--- src/rtl/minimax_rf_pkg.sv ---
// Shared definitions for the minimax register-file sequencer: controller
// state encoding, register-file geometry and default data width.
package minimax_rf_pkg;

   localparam int NUM_REGS     = 32;
   localparam int REG_ADDR_W   = 5;
   localparam int XLEN_DEFAULT = 32;
   // Wide enough for any legal debug wait limit (1..15).
   localparam int WAIT_W       = 4;

   typedef enum logic [1:0] {
      SCRUB = 2'd0,
      RUN   = 2'd1,
      DBG   = 2'd2,
      ACK   = 2'd3
   } rf_state_e;

endpackage

--- src/rtl/minimax_rf_scrub.sv ---
// Post-reset scrubber: walks x1..x31 one register per clock, raising a
// write strobe for each, then sets a sticky done flag.
// Only instantiated when MINIMAX_RF_CTRL_SCRUB_EN is defined.
module minimax_rf_scrub
   import minimax_rf_pkg::*;
(
   input  logic                  clk,
   input  logic                  reset,
   output logic [REG_ADDR_W-1:0] idx,
   output logic                  we,
   output logic                  last,
   output logic                  done
);

   localparam logic [REG_ADDR_W-1:0] LAST_IDX = REG_ADDR_W'(NUM_REGS - 1);

   logic [REG_ADDR_W-1:0] idx_q, idx_d;
   logic                  done_q, done_d;

   // Strobe is held low while reset is asserted so the file sees no write
   // until the scrub actually starts.
   assign we   = ~done_q & ~reset;
   assign last = we & (idx_q == LAST_IDX);
   assign idx  = idx_q;
   assign done = done_q;

   // Advance the index while scrubbing; finishing the last register latches done.
   always_comb begin
      idx_d  = idx_q;
      done_d = done_q;
      if (!done_q) begin
         idx_d = idx_q + 1'b1;
         if (idx_q == LAST_IDX) done_d = 1'b1;
      end
   end

   // Index and done flag registers.
   always_ff @(posedge clk or posedge reset) begin
      if (reset) begin
         idx_q  <= REG_ADDR_W'(1);
         done_q <= 1'b0;
      end else begin
         idx_q  <= idx_d;
         done_q <= done_d;
      end
   end

endmodule

--- src/rtl/minimax_rf_ctrl.sv ---
// Sequencer owning minimax_rf's address/write port. Optionally scrubs the
// file after reset, then passes core traffic through and time-shares the
// file with a debug host using a level request / one-cycle ack handshake.
// Optional scrub: define MINIMAX_RF_CTRL_SCRUB_EN.
module minimax_rf_ctrl
   import minimax_rf_pkg::*;
#(
   parameter int DBG_WAIT = 4,   // legal 1..15
   parameter int XLEN     = XLEN_DEFAULT
) (
   input  logic                  clk,
   input  logic                  reset,
   input  logic [REG_ADDR_W-1:0] core_addrS,
   input  logic [REG_ADDR_W-1:0] core_addrD,
   input  logic [XLEN-1:0]       core_wdata,
   input  logic                  core_we,
   output logic [XLEN-1:0]       core_rS,
   output logic [XLEN-1:0]       core_rD,
   output logic                  core_stall,
   input  logic                  dbg_req,
   input  logic                  dbg_we,
   input  logic [REG_ADDR_W-1:0] dbg_addr,
   input  logic [XLEN-1:0]       dbg_wdata,
   output logic                  dbg_ack,
   output logic [XLEN-1:0]       dbg_rdata,
   output logic [REG_ADDR_W-1:0] rf_addrS,
   output logic [REG_ADDR_W-1:0] rf_addrD,
   output logic [XLEN-1:0]       rf_new_value,
   output logic                  rf_we,
   input  logic [XLEN-1:0]       rf_rS,
   input  logic [XLEN-1:0]       rf_rD,
   output logic                  scrub_done
);

   localparam logic [WAIT_W-1:0] WAIT_LIM = WAIT_W'(DBG_WAIT);

   rf_state_e         state_q, state_d;
   logic [WAIT_W-1:0] wait_cnt_q, wait_cnt_d;
   logic [XLEN-1:0]   dbg_rdata_q, dbg_rdata_d;

`ifdef MINIMAX_RF_CTRL_SCRUB_EN
   localparam rf_state_e RESET_STATE = SCRUB;

   logic [REG_ADDR_W-1:0] scrub_idx;
   logic                  scrub_we;
   logic                  scrub_last;
   logic                  scrub_done_w;

   minimax_rf_scrub u_scrub (
      .clk   (clk),
      .reset (reset),
      .idx   (scrub_idx),
      .we    (scrub_we),
      .last  (scrub_last),
      .done  (scrub_done_w)
   );

   assign scrub_done = scrub_done_w;
`else
   localparam rf_state_e RESET_STATE = RUN;

   logic scrub_done_q, scrub_done_d;

   // No scrub: report done from the first edge after reset.
   always_comb scrub_done_d = 1'b1;

   // Done flag register for the scrub-less build.
   always_ff @(posedge clk or posedge reset) begin
      if (reset) scrub_done_q <= 1'b0;
      else       scrub_done_q <= scrub_done_d;
   end

   assign scrub_done = scrub_done_q;
`endif

   assign dbg_rdata = dbg_rdata_q;

   // Next state and port muxing; the core owns the file unless told otherwise.
   always_comb begin
      state_d      = state_q;
      wait_cnt_d   = '0;
      dbg_rdata_d  = dbg_rdata_q;
      rf_addrS     = core_addrS;
      rf_addrD     = core_addrD;
      rf_new_value = core_wdata;
      rf_we        = core_we;
      core_rS      = rf_rS;
      core_rD      = rf_rD;
      core_stall   = 1'b0;
      dbg_ack      = 1'b0;
      case (state_q)
`ifdef MINIMAX_RF_CTRL_SCRUB_EN
         SCRUB: begin
            rf_addrS     = '0;
            rf_addrD     = scrub_idx;
            rf_new_value = '0;
            rf_we        = scrub_we;
            core_rS      = '0;
            core_rD      = '0;
            core_stall   = 1'b1;
            if (scrub_last) state_d = RUN;
         end
`endif
         RUN: begin
            // An idle core cycle hands over at once. Otherwise each busy
            // cycle is counted, and once the count has reached the limit the
            // handover is forced; the core write in that cycle still lands.
            // This gives the worst-case request-to-ack of DBG_WAIT+2.
            if (dbg_req) begin
               if (!core_we || (wait_cnt_q == WAIT_LIM)) state_d = DBG;
               else wait_cnt_d = wait_cnt_q + 1'b1;
            end
         end
         DBG: begin
            rf_addrS     = dbg_addr;
            rf_addrD     = dbg_addr;
            rf_new_value = dbg_wdata;
            rf_we        = dbg_we;
            core_rS      = '0;
            core_rD      = '0;
            core_stall   = 1'b1;
            if (!dbg_we) dbg_rdata_d = rf_rS;
            state_d      = ACK;
         end
         ACK: begin
            // Core runs normally here; the request is not re-sampled.
            dbg_ack = 1'b1;
            state_d = RUN;
         end
         default: state_d = RUN;
      endcase
   end

   // State, wait counter and debug read-data registers.
   always_ff @(posedge clk or posedge reset) begin
      if (reset) begin
         state_q     <= RESET_STATE;
         wait_cnt_q  <= '0;
         dbg_rdata_q <= '0;
      end else begin
         state_q     <= state_d;
         wait_cnt_q  <= wait_cnt_d;
         dbg_rdata_q <= dbg_rdata_d;
      end
   end

endmodule

--- config.mk ---
export PLATFORM = sky130hd
export DESIGN_NAME = minimax_rf_ctrl
export DESIGN_NICKNAME = d
export VERILOG_FILES = /design/src/rtl/minimax_rf_pkg.sv /design/src/rtl/minimax_rf_scrub.sv /design/src/rtl/minimax_rf_ctrl.sv
export SDC_FILE = /design/constraint.sdc
export NUM_CORES = 1
export LEC_CHECK = 0
export CORE_AREA = 2 2 113 115
export CTS_BUF_LIST = sky130_fd_sc_hd__clkbuf_4 sky130_fd_sc_hd__clkbuf_8
export DETAILED_ROUTE_END_ITERATION = 8
export DIE_AREA = 0 0 115 117
export HOLD_SLACK_MARGIN = 0.06
export PLACE_DENSITY = 0.64
export SYNTH_ARGS = -nofsm -noshare
export SYNTH_HDL_FRONTEND = slang
export SYNTH_SLANG_ARGS = --single-unit
--- constraint.sdc ---
create_clock -name clk -period 3.7 [get_ports clk]
set_input_delay 0.555 -clock clk [delete_from_list [all_inputs] [get_ports clk]]
set_output_delay 0.555 -clock clk [all_outputs]
set_load 0.05 [all_outputs]
==> flow_summary.yaml <==
drt:
  wl_per_cell_um: 16.6
  num_vias: 2794
  drt-initial-drc-count: 83
  drc: 0
  wirelength_um: 11200
  drtAntennaViolNets: 0
  dr.pass1.iters: 3
  viasPerCell: 4.15
cells_and_area:
  multiInputGateArea_um2: 1390
  regArea_um2: 977
  num-fill-cells: 1208
  drive_gt1_frac: 0.0958
  fin_nets: 675
  syn_to_final_growth_pct: 126
cts:
  ctsHoldBuffers: 0
  post_cts_buffers: 0
  cts_max_path_buffers: 2
  cts.sinks: 39
  clk_pin_slew_ps: 80
  cts_buffers: 5
  ctsHtreeMaxLevel: 2
  cts_root_buffer: "clkbuf_8"
  cts_tree: "done"
  ctsResizeCount: 0
  clkLatencyLatePin_ps: 290
worst_setup_path:
  cp_slowest_cell: "clkdlybuf4s50_1"
  cp.arrival_ps: 2750
  slowest_delay_ps: 700
  r2r_slack_ps: 1260
  path_max_fanout: 53
  worstSetupStartpoint: "state_q[0]"
  critical_path_class: "reg2out"
  crit_path_start_kind: "flop"
  rr_worst_depth: 5
  path_depth: 5
  rr_startpoint: "state_q[0]"
  critical_path_buf_inv_count: 3
  cp.required_ps: 3140
  endpoint_kind: "output port"
  worstReg2RegEnd: "dbg_rdata[11]"
  worstPathCellList: "inv_1 > ha_4 > buf_4 > mux2_2 > clkdlybuf4s50_1"
  critPathTopFamily: "buffers and inverters"
  cp-endpoint: "rf_new_value[12]"
floorplan:
  core_region_area_um2: 12300
  dieWidth_um: 115
  start_util: 0.204
  die_area_um2: 13500
  die_h_um: 117
  io_pins: 290
  core.rowCount: 41
yosys:
  synth_warnings: 0
  syn_nets: 391
  synth.avg_cell_area_um2: 10.6
  synthFlopType: "dfrtp_1"
  yosysTopAreaCell: "dfrtp_1"
  synth.top_cell.area_share: 0.379
  ys_top_cells_by_area: "dfrtp_1 38%, nor2b_1 16%, mux2_2 16%, mux2_1 13%, ha_1 3.0%"
  yosysSeqAreaShare: 0.390
  synth_edf_count: 0
  syn-cell-area_um2: 2510
  synth_cells: 237
  synth-async-reset-ratio: 1.00
  synthDistinctLibCells: 24
  synth_seq_cells: 39
placement:
  gp_congestion: 0.781
  hpwl_um: 9340
  io_buffers: 289
power_and_ir_drop:
  irDropWorstVdd_mv: 0.405
  total_leakage_power_uw: 0.00227
  powerDensity_nw_per_um2: 832
sta:
  final.period_utilization: 0.893
  relSlewSlack: 0.438
  whs_ps: 496
  period_needed_ps: 3300
  setup_viol: 0
  final-hold-violation-count: 0
  worstMarginPinSlew_ps: 843
  slew_violations: 0
  rsz0062_at_grt: "false"
  fin_setup_tns_ps: 0
  max_clock_freq_mhz: 303
  skew_ps: 4.74
global_routing:
  grt_remaining_overflow: 0
  grtUsageTotal: 0.149
  grt_antenna_before_repair: 2
  grt_pass1_wl_um: 15500
  grt_pass1_vias: 2830
  grt_max_degree: 54
flow_run:
  maxCapViolCount: 0
hold_path:
  hp-class: "reg2reg"
run_status:
  outcome: "finished clean"
how the worst min path moves through the flow:
stage	startpoint	end	slack [ps]	cells past startpoint
finish	dbg_rdata[6]	dbg_rdata[6]	500	1
CTS	dbg_rdata[2]	dbg_rdata[2]	500	1
global route	dbg_rdata[10]	dbg_rdata[10]	520	1
detailed placement	dbg_rdata[19]	dbg_rdata[19]	480	1
floorplan	wait_cnt_q[0]	wait_cnt_q[0]	450	1
global placement	dbg_rdata[22]	dbg_rdata[22]	470	1
routing by layer:
| layer | vias to the layer above | GRT usage | share of wire |
|---|---|---|---|
| met5 | - | 0 | 0.0011 |
| met4 | 2 | 0.0257 | 0.0082 |
| met3 | 8 | 0.0489 | 0.094 |
| met2 | 134 | 0.277 | 0.53 |
| met1 | 1312 | 0.168 | 0.37 |
| li1 | 1338 | - | - |
kinds of logic (layout without fill, tap and decap cells):
| group | count (synthesis) | count (layout) | share of synthesized area |
|---|---|---|---|
| xor+xnor | 2 | 2 | 0.00699 |
| compound gates | 10 | 10 | 0.0200 |
| other cells | 1 | 2 | 0.00150 |
| buf+inv | 32 | 317 | 0.0609 |
| mux | 67 | 67 | 0.300 |
| flops | 39 | 39 | 0.390 |
| simple gates | 80 | 80 | 0.191 |
| fa+ha+maj | 6 | 6 | 0.0299 |
sequential cells by signal, indices dropped and copies added, names as in the netlist:
name and cells:
wait_cnt_q 4, state_q 2, dbg_rdata 32, scrub_done 1
report_power, final:
part,internal (µW),total [µW],leakage [µW],switching [µW]
combinational,1280,3660,0.00175,2380
clock,170,324,0.0000505,155
sequential,623,726,0.000470,103
total,2080,4710,0.00227,2640
through the flow:
stage | utilization | area [µm²] | power, µW | setup WS, ps | std cells
after global placement | 0.451 | 5550 | 4390 | 755 | 664
after detailed placement | 0.451 | 5550 | 4420 | 705 | 664
after global routing | 0.460 | 5660 | 4940 | 219 | 673
after CTS | 0.459 | 5660 | 4780 | 369 | 672
after floorplan | - | 2510 | 3120 | 585 | 237
final | 0.460 | 5660 | 4710 | 396 | 673
layout make-up:
cell class                 instances  share of cell area
antenna                            1            0.000442
clock buffer                       7              0.0170
clock inverter                     1             0.00133
inverter                          16              0.0106
multi-input combinational        166               0.246
sequential                        39               0.173
tap                              150              0.0332
timing repair buffer             293               0.519
layout by cell type (no fill, tap or decap), types with 2 or more instances in the layout:
| cell type | count |
|---|---|
| buf_4 | 3 |
| clkbuf_8 | 7 |
| clkdlybuf4s50_1 | 289 |
| dfrtp_1 | 38 |
| ha_1 | 5 |
| inv_1 | 15 |
| mux2_1 | 30 |
| mux2_2 | 35 |
| mux2i_1 | 2 |
| nand2_1 | 5 |
| nand3_1 | 2 |
| nor2_1 | 4 |
| nor2b_1 | 64 |
| o21ai_0 | 10 |
Yosys cell counts, types with 2 or more instances:
cell      count
nor2b_1      64
dfrtp_1      38
mux2_2       35
mux2_1       30
inv_1        16
o21ai_0      10
ha_1          6
buf_1         5
buf_2         5
nand2_1       5
nor2_1        4
buf_6         3
clkbuf_1      2
mux2i_1       2
nand2b_1      2
nand3_1       2
(Power assumes the default switching activity.)
